$ cat src/rtl/cpu_pkg.sv
// rtl/cpu_pkg.sv - shared condition codes, flag indices and EX control bundle
//
// Purpose : types shared by the ID/EX register, the condition checker and
//           later-stage predication logic.
// Contents: cond_t      ARM condition field encodings (EQ..AL, NV)
//           FLAG_*      bit positions of N, Z, C, V inside a {N,Z,C,V} nibble
//           ctrl_e_t    registered single-bit control plus condition/flag-write
//           CTRL_BUBBLE value loaded into EX on a flush
package cpu_pkg;

   typedef enum logic [3:0] {
      EQ = 4'b0000, NE = 4'b0001, CS = 4'b0010, CC = 4'b0011,
      MI = 4'b0100, PL = 4'b0101, VS = 4'b0110, VC = 4'b0111,
      HI = 4'b1000, LS = 4'b1001, GE = 4'b1010, LT = 4'b1011,
      GT = 4'b1100, LE = 4'b1101, AL = 4'b1110, NV = 4'b1111
   } cond_t;

   localparam int FLAG_N = 3;
   localparam int FLAG_Z = 2;
   localparam int FLAG_C = 1;
   localparam int FLAG_V = 0;

   typedef struct packed {
      logic       valid;
      cond_t      cond;
      logic       pcs;
      logic       reg_w;
      logic       mem_w;
      logic       mem_to_reg;
      logic       branch;
      logic       alu_src;
      logic [1:0] flag_w;
   } ctrl_e_t;

   // A bubble carries AL so it is harmless even if valid were ignored.
   localparam ctrl_e_t CTRL_BUBBLE = '{
      valid:      1'b0,
      cond:       AL,
      pcs:        1'b0,
      reg_w:      1'b0,
      mem_w:      1'b0,
      mem_to_reg: 1'b0,
      branch:     1'b0,
      alu_src:    1'b0,
      flag_w:     2'b00
   };

endpackage

$ cat src/rtl/cond_check.sv
// rtl/cond_check.sv - combinational ARM condition-field evaluator
//
// Purpose : decides whether an instruction with condition field cond executes
//           given the NZCV flags it observes.
// Ports   : cond    in  4  condition field
//           flags   in  4  {N,Z,C,V}
//           condmet out 1  condition satisfied (NV never satisfied)
module cond_check
   import cpu_pkg::*;
(
   input  logic [3:0] cond,
   input  logic [3:0] flags,
   output logic       condmet
);

   logic n, z, c, v;

   assign n = flags[FLAG_N];
   assign z = flags[FLAG_Z];
   assign c = flags[FLAG_C];
   assign v = flags[FLAG_V];

   always_comb begin
      condmet = 1'b0;
      case (cond_t'(cond))
         EQ: condmet = z;
         NE: condmet = ~z;
         CS: condmet = c;
         CC: condmet = ~c;
         MI: condmet = n;
         PL: condmet = ~n;
         VS: condmet = v;
         VC: condmet = ~v;
         HI: condmet = c & ~z;
         LS: condmet = ~c | z;
         GE: condmet = (n == v);
         LT: condmet = (n != v);
         GT: condmet = ~z & (n == v);
         LE: condmet = z | (n != v);
         AL: condmet = 1'b1;
         NV: condmet = 1'b0;
         default: condmet = 1'b0;
      endcase
   end

endmodule

$ cat src/rtl/id_ex_cond_stage.sv
// rtl/id_ex_cond_stage.sv - ID/EX control register, conditional execution and NZCV flags
//
// Purpose : registers the decoded control bundle into EX, evaluates the
//           instruction's condition against the architectural flags, gates the
//           side-effecting controls and updates NZCV from the ALU.
// Config  : ID_EX_FLAG_BYPASS_EN - when defined, the condition input merges a
//           one-entry registered copy of the last flag write into flags_q.
// Ports   : clk, rst                      clock, async active-high reset
//           valid_d .. wa3_d              decoded ID-stage control
//           stall_e, flush_e              hold EX / load a bubble (flush wins)
//           alu_flags_e                   ALU {N,Z,C,V} for the EX instruction
//           pcsrc_e, branch_taken_e,
//           reg_write_e, mem_write_e      controls gated by cond_ex_e
//           mem_to_reg_e, alu_src_e,
//           alu_control_e, wa3_e          registered copies
//           cond_ex_e                     instruction valid and condition met
//           flags_q                       architectural NZCV
module id_ex_cond_stage
   import cpu_pkg::*;
#(
   parameter int WA_W   = 4,
   parameter int ALUC_W = 3
) (
   input  logic              clk,
   input  logic              rst,
   input  logic              valid_d,
   input  logic [3:0]        cond_d,
   input  logic              pcs_d,
   input  logic              reg_w_d,
   input  logic              mem_w_d,
   input  logic              mem_to_reg_d,
   input  logic              branch_d,
   input  logic              alu_src_d,
   input  logic [ALUC_W-1:0] alu_control_d,
   input  logic [1:0]        flag_w_d,
   input  logic [WA_W-1:0]   wa3_d,
   input  logic              stall_e,
   input  logic              flush_e,
   input  logic [3:0]        alu_flags_e,
   output logic              pcsrc_e,
   output logic              branch_taken_e,
   output logic              reg_write_e,
   output logic              mem_write_e,
   output logic              mem_to_reg_e,
   output logic              alu_src_e,
   output logic [ALUC_W-1:0] alu_control_e,
   output logic [WA_W-1:0]   wa3_e,
   output logic              cond_ex_e,
   output logic [3:0]        flags_q
);

   ctrl_e_t           ctrl_e;
   logic [ALUC_W-1:0] alu_control_q;
   logic [WA_W-1:0]   wa3_q;
   logic [3:0]        flags_eff;
   logic [3:0]        flag_mask;
   logic              condmet;

   always_ff @(posedge clk or posedge rst) begin
      if (rst) begin
         ctrl_e        <= '0;
         alu_control_q <= '0;
         wa3_q         <= '0;
      end else if (flush_e) begin
         ctrl_e        <= CTRL_BUBBLE;
         alu_control_q <= '0;
         wa3_q         <= '0;
      end else if (!stall_e) begin
         ctrl_e.valid      <= valid_d;
         ctrl_e.cond       <= cond_t'(cond_d);
         ctrl_e.pcs        <= pcs_d;
         ctrl_e.reg_w      <= reg_w_d;
         ctrl_e.mem_w      <= mem_w_d;
         ctrl_e.mem_to_reg <= mem_to_reg_d;
         ctrl_e.branch     <= branch_d;
         ctrl_e.alu_src    <= alu_src_d;
         ctrl_e.flag_w     <= flag_w_d;
         alu_control_q     <= alu_control_d;
         wa3_q             <= wa3_d;
      end
   end

   // A held instruction must not write until it actually leaves EX, so the
   // write is qualified by !stall_e; flush_e only affects the incoming slot.
   assign flag_mask = {{2{ctrl_e.flag_w[1]}}, {2{ctrl_e.flag_w[0]}}}
                      & {4{cond_ex_e & ~stall_e}};

   always_ff @(posedge clk or posedge rst) begin
      if (rst) begin
         flags_q <= 4'b0000;
      end else begin
         flags_q <= (flags_q & ~flag_mask) | (alu_flags_e & flag_mask);
      end
   end

`ifdef ID_EX_FLAG_BYPASS_EN
   logic [3:0] byp_val;
   logic [3:0] byp_mask;

   always_ff @(posedge clk or posedge rst) begin
      if (rst) begin
         byp_val  <= 4'b0000;
         byp_mask <= 4'b0000;
      end else begin
         byp_val  <= alu_flags_e;
         byp_mask <= flag_mask;
      end
   end

   assign flags_eff = (flags_q & ~byp_mask) | (byp_val & byp_mask);
`else
   assign flags_eff = flags_q;
`endif

   cond_check u_cond_check (
      .cond    (ctrl_e.cond),
      .flags   (flags_eff),
      .condmet (condmet)
   );

   assign cond_ex_e      = ctrl_e.valid & condmet;
   assign pcsrc_e        = ctrl_e.pcs    & cond_ex_e;
   assign branch_taken_e = ctrl_e.branch & cond_ex_e;
   assign reg_write_e    = ctrl_e.reg_w  & cond_ex_e;
   assign mem_write_e    = ctrl_e.mem_w  & cond_ex_e;
   assign mem_to_reg_e   = ctrl_e.mem_to_reg;
   assign alu_src_e      = ctrl_e.alu_src;
   assign alu_control_e  = alu_control_q;
   assign wa3_e          = wa3_q;

endmodule

$ cat config.mk
export PLATFORM = sky130hd
export DESIGN_NAME = id_ex_cond_stage
export DESIGN_NICKNAME = d
export VERILOG_FILES = /design/src/rtl/cpu_pkg.sv /design/src/rtl/cond_check.sv /design/src/rtl/id_ex_cond_stage.sv
export SDC_FILE = /design/constraint.sdc
export NUM_CORES = 1
export LEC_CHECK = 0
export BUFFER_PORTS_ARGS = -buffer_cell sky130_fd_sc_hd__buf_2
export CAP_MARGIN = 20
export CORE_UTILIZATION = 41
export DETAILED_ROUTE_END_ITERATION = 16
export GPL_ROUTABILITY_DRIVEN = 1
export PLACE_DENSITY_LB_ADDON = 0.05
export SETUP_SLACK_MARGIN = 0.2
export SYNTH_ARGS = -nofsm -noshare
export SYNTH_HDL_FRONTEND = slang
export SYNTH_SLANG_ARGS = --single-unit
$ cat constraint.sdc
create_clock -name clk -period 2.8 [get_ports clk]
set_input_delay 0.56 -clock clk [delete_from_list [all_inputs] [get_ports clk]]
set_output_delay 0.56 -clock clk [all_outputs]
set_load 0.01 [all_outputs]
Word level (Yosys, flattened, before mapping)
Index checks and enable logic that the tools add are counted.
- bits in writable memories: 0
- word-level logic and storage cells: 58
- bits in registers: 24
- input port bits: 28
- bits in read-only memories: 0
- output and inout bits: 18
- latch bits: 0
- memories kept: 0
- multiply operators: 0
- mux-type cells: 7
- equality and inequality tests: 18
- $lt $le $gt $ge: 0
- div/mod/pow operators: 0
- shift-type cells: 0
- bitwise operators: 20
- reductions and logical operators: 1
- $add $sub $neg: 0
- operators with widths (operator ; count):
    4-bit equality test, second input constant ; 8
    13-bit 2-to-1 mux ; 2
    4-bit by 3-bit equality test with 1-bit output, second input constant ; 4
    1-bit one-hot mux with 16 select lines ; 1
    4-bit bitwise AND ; 3
    1-bit bitwise AND ; 8
    4-bit by 2-bit equality test with 1-bit output, second input constant ; 2
    4-bit 2-to-1 mux ; 2
    3-bit 2-to-1 mux ; 2
    1-bit NOT ; 5
    4-bit by 1-bit equality test with 1-bit output, second input constant ; 1
    4-bit logical NOT ; 1
    4-bit NOT ; 1
    4-bit OR ; 1
    2-bit by 1-bit inequality test with 1-bit output, second input constant ; 1
    1-bit OR ; 2
    1-bit equality test ; 1
    1-bit inequality test ; 1

Depth between registers and ports, before layout
Gate-level depths: netlist (run 1).
- word-level depth: 9
- depth in mapped cells: 6
- gate-level depth less buffers: 5

Hierarchy
A second synthesis (run 1) with hierarchy kept.
- cells, all modules: 104
- area, all modules: 1166.1 µm²
- modules (own cells, without submodules) (module ; area an instance (µm²) ; times used ; seq. area each (µm²) ; cells an instance):
    id_ex_cond_stage ; 1011.0 ; 1 ; 600.6 ; 81
    cond_check ; 155.1 ; 1 ; 0.0 ; 23

Worst setup path before layout (run 1)
No wires, ideal clock.
- path kind: reg-to-output
- start: reg ctrl_e[11] (netlist name)
- end: out cond_ex_e
- cell stages (with the launch flop): 5
- buffers on the path: 0
- arrival time: 1.457 ns
- required time: 2.240 ns
- slack: 0.783 ns
- cells stage by stage: dfrtp_1 -> or2_2 -> o41ai_2 -> o21bai_2 -> inv_1
- longest elaborated chain between the ends: 3
- elaborated cells on any way between the ends: 18
- classes of those cells: 15 x eq/ne; 1 x mux; 1 x bitwise; 1 x reduce/logical
- RTL lines (item ; RTL line ; text):
    4-bit equality test (tied with other cells) ; cond_check.sv:25 ; case (cond_t'(cond))
    1-bit one-hot mux with 16 select lines (*) ; cond_check.sv:25 ;
    1-bit bitwise AND (*) ; id_ex_cond_stage.sv:121 ; assign cond_ex_e = ctrl_e.valid & condmet;
    to (decl) ; id_ex_cond_stage.sv:48 ; output logic cond_ex_e,
Every way passes the cells marked *; elsewhere a longest branch is shown, timed or not.

Final worst setup path (run 1)
- start: reg ctrl_e[9] (netlist name)
- end: out mem_write_e
- longest elaborated chain between the ends: 4
- elaborated cells on any way between the ends: 19
- classes of those cells: 15 x eq/ne; 1 x mux; 2 x bitwise; 1 x reduce/logical
- RTL lines (item ; RTL line ; text):
    4-bit equality test (tied with other cells) ; cond_check.sv:25 ;
    1-bit one-hot mux with 16 select lines (*) ; cond_check.sv:25 ;
    1-bit bitwise AND (*) ; id_ex_cond_stage.sv:121 ;
    1-bit bitwise AND (*) ; id_ex_cond_stage.sv:125 ; assign mem_write_e = ctrl_e.mem_w & cond_ex_e;
    to (decl) ; id_ex_cond_stage.sv:43 ; output logic mem_write_e,
Marked as above.

==> reports/metrics.yaml, run 1 <==
clock_network:
  clk_path_buf_depth: 2
  cts_root_buffer: "clkbuf_4"
  clkSinkCount: 24
  clock_latency_ns: 0.31
  cts_tree: "yes"
  htree_num_levels: 1
  hold_buffers: 0
  cts_buffers: 3
  clkTransAtPathRegs_ns: 0.13
cells_and_area:
  final_common_cell: "buf_2"
  nNetsFinal: 209
  fin_area_um2: 1700
  area_delta_synth_final_pct: 29.4
  layout-drive-gt1-share: 0.394
  finish.utilization: 0.557
  n_antenna_cell: 0
  mostFrequentLayoutCells: "buf_2, nor2_1, mux2i_1, dfrtp_1, buf_4"
synthesis:
  yosys_warnings: 0
  netlist_instances: 129
  syn_area_um2: 1310
  async_flop_share: 1.00
  synth.avg_cell_area_um2: 10.2
  ys_dominant_reg_cell: "dfrtp_1"
  yosysUniqueCellTypes: 32
  ys_ff_latch: 24
  syn_nets: 157
  seq_area_frac_synth: 0.457
  synth-edff-count: 0
die:
  num_io_pins: 46
  coreArea_um2: 3050
  num_rows: 20
  die-area_um2: 3430
  die_x_um: 58.6
  start_util: 0.430
  die_y_um: 58.6
critical_path:
  cp-end-kind: "primary output"
  worst-setup-path-type: "reg -> out"
  crit_arrival_ns: 1.98
  start_kind: "flop"
  cp.required_ns: 2.24
  path_max_fanout: 8
  rrSetupSlack_ns: 1.00
  reg2reg_depth: 6
timing:
  tightest_slew_ns: 0.922
  setup_viol: 0
  fin_setup_tns_ns: 0
  min_period_ns: 2.54
  rsz0062_at_grt: "yes"
  period_share: 0.907
  timing_hold_violations_final: 0
  max_freq_ghz: 0.394
  fin_skew_ns: 0.00180
  maxSlewHeadroom: 0.385
  drv_slew: 0
flow_run:
  drv_cap: 0
drt:
  ant_nets: 0
  vias: 1111
  avgViaCountPerCell: 4.96
  wl_per_cell_um: 12.6
  drt_first_pass_iters: 4
  drt_iter0_drc: 27
  routed_wl_um: 2830
  drc: 0
global_route:
  grt_pass1_wl_um: 4330
  grt_usage: 0.166
  grt_max_degree: 28
  overflow: 0
  grt_pass1_vias: 963
  antenna_found_initial: 0
placed_design:
  place_congestion: 0.871
  hpwl_um: 1870
  place_area_um2: 1560
  port_buffers: 45
power:
  p_per_area_nw_per_um2: 470
  p_leak_nw: 0.872
  vdd.ir_drop.worst_mv: 0.272
  power_w: 0.000799
hold_path:
  min_path_type: "in -> async"
run_status:
  outcome: "finished, final reports clean"
worst paths after layout:
path / start / to
worst max-delay path: ctrl_e[9]$_DFFE_PP0P_ / mem_write_e
worst min-delay path: rst / wa3_e[1]$_DFFE_PP0P_
worst max register to register: ctrl_e[9]$_DFFE_PP0P_ / flop
worst min register to register: mem_to_reg_e$_DFFE_PP0P_ / mem_to_reg_e$_DFFE_PP0P_
max in group asynchronous: rst / asynchronous set/reset pin
min in group clk: alu_flags_e[0] / flop
metal layers:
metal	GRT usage	part of all wire
met5	0	0
met4	0.0510	0.025
met2	0.274	0.46
met3	0.0330	0.053
met1	0.222	0.46
worst max-delay path: stages (launching register included):
cell      delay (ns)
dfrtp_2         0.45
mux2i_1         0.24
mux2i_1         0.31
o311ai_2        0.17
o21bai_4        0.28
nor2_1          0.07
buf_2           0.15
cell usage after synthesis (all sizes together) (2+ instances only):
library cell | count | area, um2
a211o | 3 | 26.3
mux2i | 21 | 210
inv | 6 | 22.5
nand2b | 2 | 12.5
o22ai | 4 | 25.0
or2b | 2 | 15.0
nor3b | 2 | 15.0
nor2b | 7 | 43.8
clkbuf | 3 | 11.3
dfrtp | 24 | 601
a21oi | 3 | 15.0
o31ai | 4 | 30.0
nand3 | 2 | 10.0
and2 | 2 | 15.0
nand2 | 5 | 18.8
buf | 4 | 27.5
nor2 | 22 | 82.6
and3b | 3 | 26.3
metrics by stage:
step                worst slack (ns)  instances  hold WS, ns
finish                         0.260        224        0.428
global route                   0.192        224        0.462
floorplan                      0.783        129        0.489
global placement               0.528        211        0.498
CTS                            0.245        215        0.457
detailed placement             0.473        211        0.513
logic make-up (layout without fill, tap and decap cells):
| family | Yosys count | after routing | synth area share |
|---|---|---|---|
| AND/OR/NAND/NOR | 49 | 49 | 0.191 |
| flip-flops | 24 | 24 | 0.457 |
| multiplexers | 21 | 21 | 0.160 |
| AO/OA/AOI/OAI | 20 | 20 | 0.126 |
| buffers and inverters | 13 | 64 | 0.0467 |
| XOR/XNOR | 2 | 2 | 0.0191 |
layout make-up:
cell class,count,area (um2)
Inverter,6,22.5
Multi-Input combinational cell,92,682
Tap cell,44,55.1
Timing Repair Buffer,54,298
Fill cell,292,1350
Sequential cell,24,607
Clock buffer,4,36.3
where the power goes:
part	total [W]	switching (W)	internal, W
clock	0.000182	0.000103	0.0000794
combinational	0.000203	0.0000997	0.000103
sequential	0.000414	0.0000385	0.000376
total	0.000799	0.000241	0.000558
timing repair:
action                     4_1_cts  5_1_grt
cloned                           0        0
buffers inserted                 0        9
setup endpoints to repair        5        5
resized for setup                4        7
pin swaps                        0        5
Power figures use the tool's default switching activity.
==> inputs of run 2 (changes only) <==
--- a/config.mk
+++ b/config.mk
@@ -5,13 +5,17 @@
 export SDC_FILE = /design/constraint.sdc
 export NUM_CORES = 1
 export LEC_CHECK = 0
+export ABC_AREA = 1
 export BUFFER_PORTS_ARGS = -buffer_cell sky130_fd_sc_hd__buf_2
 export CAP_MARGIN = 20
-export CORE_UTILIZATION = 41
+export CELL_PAD_IN_SITES_DETAIL_PLACEMENT = 0
+export CELL_PAD_IN_SITES_GLOBAL_PLACEMENT = 1
+export CORE_UTILIZATION = 36
 export DETAILED_ROUTE_END_ITERATION = 16
 export GPL_ROUTABILITY_DRIVEN = 1
 export PLACE_DENSITY_LB_ADDON = 0.05
 export SETUP_SLACK_MARGIN = 0.2
+export SLEW_MARGIN = 5
 export SYNTH_ARGS = -nofsm -noshare
 export SYNTH_HDL_FRONTEND = slang
 export SYNTH_SLANG_ARGS = --single-unit
==> run 2 against run 1 <==
Compared with the run above: hold slack worse by 0.028 ns; wire length down 7.5%; via count down 3.7%; sequential cell count unchanged; critical endpoint is now reg_write_e.
==> reports/metrics.yaml, run 2 <==
run_status:
  outcome: "finished, final reports clean"  # unchanged
synthesis:
  synth_xor_area_frac: 0  # was 0.0190
  async_flop_share: 1.00  # unchanged
  synth_mux_area_frac: 0  # was 0.160
  synth_most_common_cell: "nand2_1"  # was dfrtp_1
  seq_area_frac_synth: 0.532  # was 0.457
  yosysUniqueCellTypes: 19  # was 32
  synth_top_area_frac: 0.532  # was 0.457
  synth_top_family_by_area: "simple AND/OR/NAND/NOR gates"  # unchanged
  ys_dominant_reg_cell: "dfrtp_1"  # unchanged
  synth-simple-area-share: 0.237  # was 0.191
  ys_ff_latch: 24  # unchanged
  syn_nets: 159  # was 157
  synth_commonest_cells: "nand2_1, dfrtp_1, nor2_1"  # was dfrtp_1, nor2_1, mux2i_1
  syn_area_um2: 1130  # was 1310 um2
  synth_area_leaders: "dfrtp_1, nand2_1, a22o_1"  # was dfrtp_1, mux2i_1, nor2_1
  synth.avg_cell_area_um2: 8.62  # was 10.2 um2
  netlist_instances: 131  # was 129
  synth-adder-area-share: 0  # unchanged
  synth_largest_area_cell: "dfrtp_1"  # unchanged
  synth-edff-count: 0  # unchanged
  synth_compound_area_frac: 0.168  # was 0.126
  yosys_warnings: 0  # unchanged
timing:
  fin_setup_tns_ns: 0  # unchanged
  drv_slew: 0  # unchanged
  timing_hold_violations_final: 0  # unchanged
  maxSlewHeadroom: 0.429  # was 0.385
  fin_skew_ns: 0.00738  # was 0.00180 ns
  max_freq_ghz: 0.417  # was 0.394 GHz
  period_share: 0.856  # was 0.907
  worst_slack_ns: 0.404  # was 0.260 ns
  setup_viol: 0  # unchanged
  min_period_ns: 2.40  # was 2.54 ns
  tightest_slew_ns: 0.856  # was 0.922 ns
  rsz0062_at_grt: "no"  # was yes
critical_path:
  slowest_delay_ns: 0.46  # was 0.45 ns
  cp_num_buf_inv: 3  # was 1
  cp.required_ns: 2.24  # about the same
  start_kind: "flop"  # unchanged
  worst-setup-path-type: "reg -> out"  # unchanged
  critical-path-top-delay-family: "flip-flops"  # was multiplexers
  cp-end-kind: "primary output"  # unchanged
  cp_common_cell: "nand2_1"  # was mux2i_1
  crit_arrival_ns: 1.84  # was 1.98 ns
  cp_slowest_cell: "dfrtp_1"  # was dfrtp_2
  path_max_fanout: 6  # was 8
  worstPathCellList: "inv_1, nand2_1, nand2_1, o21a_1, nand3_2, nand2_2, a21oi_4, inv_2, nor2_1, buf_2"  # was mux2i_1, mux2i_1, o311ai_2, o21bai_4, nor2_1, buf_2
placed_design:
  place_area_um2: 1400  # was 1560 um2
  place_congestion: 0.828  # was 0.871
  pre_cts_ws_ns: 0.668  # was 0.473 ns
  hpwl_um: 2010  # was 1870 um
  port_buffers: 45  # unchanged
drt:
  drt_first_pass_iters: 4  # unchanged
  drc: 0  # unchanged
  routed_wl_um: 2620  # was 2830 um
  vias: 1070  # was 1111
  ant_nets: 0  # unchanged
  wl_per_cell_um: 12.4  # was 12.6 um
  avgViaCountPerCell: 5.07  # was 4.96
  drt_iter0_drc: 39  # was 27
clock_network:
  htree_num_levels: 1  # unchanged
  cts_buffers: 3  # unchanged
  cts_root_buffer: "clkbuf_4"  # unchanged
  clk_path_buf_depth: 2  # unchanged
  postCtsSetupBuffers: 0  # unchanged
  clock_latency_ns: 0.31  # about the same
  cts_tree: "yes"  # unchanged
  clkSinkCount: 24  # unchanged
  clkTransAtPathRegs_ns: 0.13  # about the same
die:
  die_x_um: 58.0  # was 58.6 um
  num_io_pins: 46  # unchanged
  die_y_um: 58.0  # was 58.6 um
  coreArea_um2: 2850  # was 3050 um2
  start_util: 0.396  # was 0.430
  num_rows: 19  # was 20
  die-area_um2: 3370  # was 3430 um2
global_route:
  overflow: 0  # unchanged
  grt_pass1_vias: 1021  # was 963
  antenna_found_initial: 0  # unchanged
  grt_max_degree: 25  # was 28
  grt_usage: 0.170  # was 0.166
  grt_pass1_wl_um: 4350  # was 4330 um
flow_run:
  drv_cap: 0  # unchanged
cells_and_area:
  layout-drive-gt1-share: 0.344  # was 0.394
  fin_area_um2: 1450  # was 1700 um2
  area_delta_synth_final_pct: 27.9  # was 29.4%
  final_common_cell: "buf_2"  # unchanged
  n_antenna_cell: 0  # unchanged
  nNetsFinal: 209  # unchanged
  n_fill_cell: 296  # was 292
  mostFrequentLayoutCells: "buf_2, nand2_1, dfrtp_1, nor2_1, inv_1"  # was buf_2, nor2_1, mux2i_1, dfrtp_1, buf_4
power:
  p_leak_nw: 0.793  # was 0.872 nW
  vdd.ir_drop.worst_mv: 0.219  # was 0.272 mV
  p_per_area_nw_per_um2: 502  # was 470 nW/um2
  power_w: 0.000725  # was 0.000799 W
hold_path:
  min_path_type: "in -> async"  # unchanged
==> run 2: cell count changes after synthesis, sizes merged, moves of 6 or more <==
cell,change
a22o,+12
inv,+11
mux2i,-21
nand2,+31
nand4,+6
nor2,-6
nor2b,-7
o21ai,+6
==> run 2: layout make-up <==
class	count	area [um2]	area share
tap	31	38.8	0.0268
sequential	24	603	0.417
clock buffer	4	36.3	0.0251
inverter	17	63.8	0.0442
multi-input combinational	88	463	0.320
timing repair buffer	47	240	0.166
==> run 2: kinds of logic after synthesis <==
family | after synthesis
compound gates | 25
simple gates | 63
flops | 24
buf+inv | 19
==> run 2: where the power goes <==
group          switching, W  internal (W)  total [W]
logic             0.0000837     0.0000618   0.000145
registers         0.0000272      0.000373   0.000400
clock network     0.0000998     0.0000794   0.000179
==> run 2: repair_timing <==
item	in CTS	in global routing
endpoints found under the setup margin	0	4
hold buffers	0	0
gates resized for setup	0	3
==> run 2: worst paths after layout <==
check,cells past startpoint,start,slack [ns],to
max,10,flop,0.40,reg_write_e
min in group clk,3,reg_w_d,0.45,ctrl_e[6]$_DFFE_PP0P_
min,2,rst,0.40,alu_control_e[2]$_DFFE_PP0P_
min reg2reg,1,wa3_e[2]$_DFFE_PP0P_,0.51,wa3_e[2]$_DFFE_PP0P_
max reg2reg,10,flop,1.31,flop
max in group asynchronous,2,rst,1.81,ctrl_e[8]$_DFFE_PP0P_
==> run 2: routing by layer <==
layer / up-vias / track usage / routed length (um)
met5: - / 0 / 0
li1: 530 / - / -
met2: 25 / 0.300 / 1380
met4: 0 / 0.0612 / 13
met1: 513 / 0.212 / 1130
met3: 2 / 0.0246 / 97
==> run 2: stage by stage <==
step	hold slack, ns	util	instances
global route	0.431	0.507	211
floorplan	0.466	-	131
detailed placement	0.478	0.491	207
CTS	0.434	0.504	211
global placement	0.478	0.491	207
finish	0.400	0.507	211
==> inputs of run 3 (changes only) <==
--- a/config.mk
+++ b/config.mk
@@ -11,8 +11,10 @@
 export CELL_PAD_IN_SITES_DETAIL_PLACEMENT = 0
 export CELL_PAD_IN_SITES_GLOBAL_PLACEMENT = 1
 export CORE_UTILIZATION = 36
+export CTS_BUF_LIST = sky130_fd_sc_hd__clkbuf_4 sky130_fd_sc_hd__clkbuf_8 sky130_fd_sc_hd__clkbuf_16
 export DETAILED_ROUTE_END_ITERATION = 16
 export GPL_ROUTABILITY_DRIVEN = 1
+export GPL_TIMING_DRIVEN = 0
 export PLACE_DENSITY_LB_ADDON = 0.05
 export SETUP_SLACK_MARGIN = 0.2
 export SLEW_MARGIN = 5
==> run 3 against run 2 <==
Compared with the run above: power fell by 4.9%; final cell count did not move; largest cell class unchanged; critical endpoint is now cond_ex_e; hold slack improved by 0.018 ns.
==> reports/metrics.yaml, run 3 (synthesis results as in run 2) <==
power:
  p_per_area_nw_per_um2: 481  # was 502 nW/um2
  vdd.ir_drop.worst_mv: 0.240  # was 0.219 mV
  p_leak_nw: 0.783  # was 0.793 nW
timing:
  worst_slack_ns: 0.414  # was 0.404 ns
  min_period_ns: 2.39  # was 2.40 ns
  fin_setup_tns_ns: 0  # unchanged
  period_share: 0.852  # was 0.856
  fin_skew_ns: 0.00445  # was 0.00738 ns
  maxSlewHeadroom: 0.419  # was 0.429
  setup_viol: 0  # unchanged
  tightest_slew_ns: 0.871  # was 0.856 ns
  drv_slew: 0  # unchanged
  max_freq_ghz: 0.419  # was 0.417 GHz
  rsz0062_at_grt: "no"  # unchanged
  timing_hold_violations_final: 0  # unchanged
placed_design:
  port_buffers: 45  # unchanged
  pre_cts_ws_ns: 0.687  # was 0.668 ns
  placed_cells: 207  # unchanged
  hpwl_um: 2040  # was 2010 um
  place_congestion: 0.802  # was 0.828
die:
  start_util: 0.396  # unchanged
  coreArea_um2: 2850  # unchanged
  num_io_pins: 46  # unchanged
  die_x_um: 58.0  # unchanged
  die_y_um: 58.0  # unchanged
  num_rows: 19  # unchanged
  die-area_um2: 3370  # unchanged
clock_network:
  clkSinkCount: 24  # unchanged
  clkTransAtPathRegs_ns: 0.12  # was 0.13 ns
  cts_tree: "yes"  # unchanged
  cts_root_buffer: "clkbuf_4"  # unchanged
  clock_latency_ns: 0.30  # was 0.31 ns
  clk_path_buf_depth: 2  # unchanged
  htree_num_levels: 1  # unchanged
  cts_buffers: 3  # unchanged
flow_run:
  drv_cap: 0  # unchanged
cells_and_area:
  n_antenna_cell: 0  # unchanged
  final_cells: 211  # unchanged
  nNetsFinal: 210  # was 209
  area_delta_synth_final_pct: 26.7  # was 27.9%
  mostFrequentLayoutCells: "buf_2, nand2_1, dfrtp_1, nor2_1, inv_1"  # unchanged
  final_common_cell: "buf_2"  # unchanged
  layout-drive-gt1-share: 0.333  # was 0.344
global_route:
  grt_usage: 0.166  # was 0.170
  grt_pass1_vias: 1005  # was 1021
  antenna_found_initial: 0  # unchanged
  grt_max_degree: 25  # unchanged
  overflow: 0  # unchanged
  grt_pass1_wl_um: 4280  # was 4350 um
drt:
  route.top_layer_used: "met4"  # unchanged
  wl_met2_um: 1330  # was 1380 um
  dr_wl_met3_um: 97  # unchanged
  vias: 1072  # was 1070
  routed_wl_um: 2580  # was 2620 um
  wl_met1_um: 1130  # about the same
  wl_per_cell_um: 12.2  # was 12.4 um
  avgViaCountPerCell: 5.08  # was 5.07
  drc: 0  # unchanged
  drt_first_pass_iters: 4  # unchanged
  drt_iter0_drc: 27  # was 39
  ant_nets: 0  # unchanged
run_status:
  outcome: "finished, final reports clean"  # unchanged
critical_path:
  cp_common_cell: "nand2_1"  # unchanged
  rrSetupSlack_ns: 1.20  # was 1.31 ns
  path_max_fanout: 6  # unchanged
  cp-end-kind: "primary output"  # unchanged
  start_kind: "flop"  # unchanged
  worst-setup-path-type: "reg -> out"  # unchanged
  slowest_delay_ns: 0.48  # was 0.46 ns
  worstPathCellList: "nand2_1, inv_1, nor2_1, nand2_1, nand2_1, nand2_1, nand3_2, nand2_2, a21oi_4, buf_4, buf_2"  # was inv_1, nand2_1, nand2_1, o21a_1, nand3_2, nand2_2, a21oi_4, inv_2, nor2_1, buf_2
  cp.required_ns: 2.24  # about the same
  crit_arrival_ns: 1.83  # was 1.84 ns
  cp_slowest_cell: "dfrtp_2"  # was dfrtp_1
hold_path:
  min_path_type: "in -> async"  # unchanged
[run 3: final cells by class]
type / count / area (um2)
tap: 31 / 38.8
sequential: 24 / 603
inverter: 17 / 63.8
fill: 283 / 1420
timing repair buffer: 46 / 233
multi-input combinational: 88 / 463
clock buffer: 3 / 22.5
buffer: 2 / 7.51
[run 3: worst paths after layout]
| kind | startpoint | to | depth (start not counted) |
|---|---|---|---|
| max in group asynchronous | rst | ctrl_e[9]$_DFFE_PP0P_ | 2 |
| setup reg to reg | ctrl_e[8]$_DFFE_PP0P_ | flop | 12 |
| setup / recovery | ctrl_e[8]$_DFFE_PP0P_ | cond_ex_e | 11 |
| min in group clk | reg_w_d | ctrl_e[6]$_DFFE_PP0P_ | 3 |
| hold / removal | rst | alu_control_e[1]$_DFFE_PP0P_ | 2 |
| hold reg to reg | wa3_e[0]$_DFFE_PP0P_ | wa3_e[0]$_DFFE_PP0P_ | 1 |
[run 3: worst max-delay path: cells and delay by family (launching register included)]
family / cells / cell delay [ns]
AOI/OAI and AO/OA: 1 / 0.16
buffers and inverters: 3 / 0.31
and+or+nand+nor: 7 / 0.56
DFF: 1 / 0.48
[run 3: repair_timing]
item,in CTS,in global routing
setup endpoints to repair,0,4
hold buffers,0,0
endpoints found under the hold margin,0,0
gates resized for setup,0,3
setup buffers,0,1
[run 3: report_power, final]
part | switching, W | leakage (nW) | internal [W]
combinational | 0.0000851 | 0.462 | 0.0000615
sequential | 0.0000279 | 0.307 | 0.000373
clock | 0.0000918 | 0.0138 | 0.0000501
total | 0.000205 | 0.783 | 0.000484
[run 3: metal layers]
layer  track usage  up-vias
li1              -      535
met1         0.208      514
met2         0.294       21
met3        0.0268        2
met4        0.0510        0
met5             0        -
[run 3: metrics by stage]
step | area, um2 | hold WS [ns] | power (W) | utilization
2_1_floorplan | 1130 | 0.466 | 0.000491 | -
3_3_place_gp | 1390 | 0.478 | 0.000549 | 0.489
3_5_place_dp | 1390 | 0.478 | 0.000554 | 0.489
4_1_cts | 1420 | 0.457 | 0.000698 | 0.496
5_1_grt | 1430 | 0.459 | 0.000735 | 0.502
6_report | 1430 | 0.419 | 0.000689 | 0.502
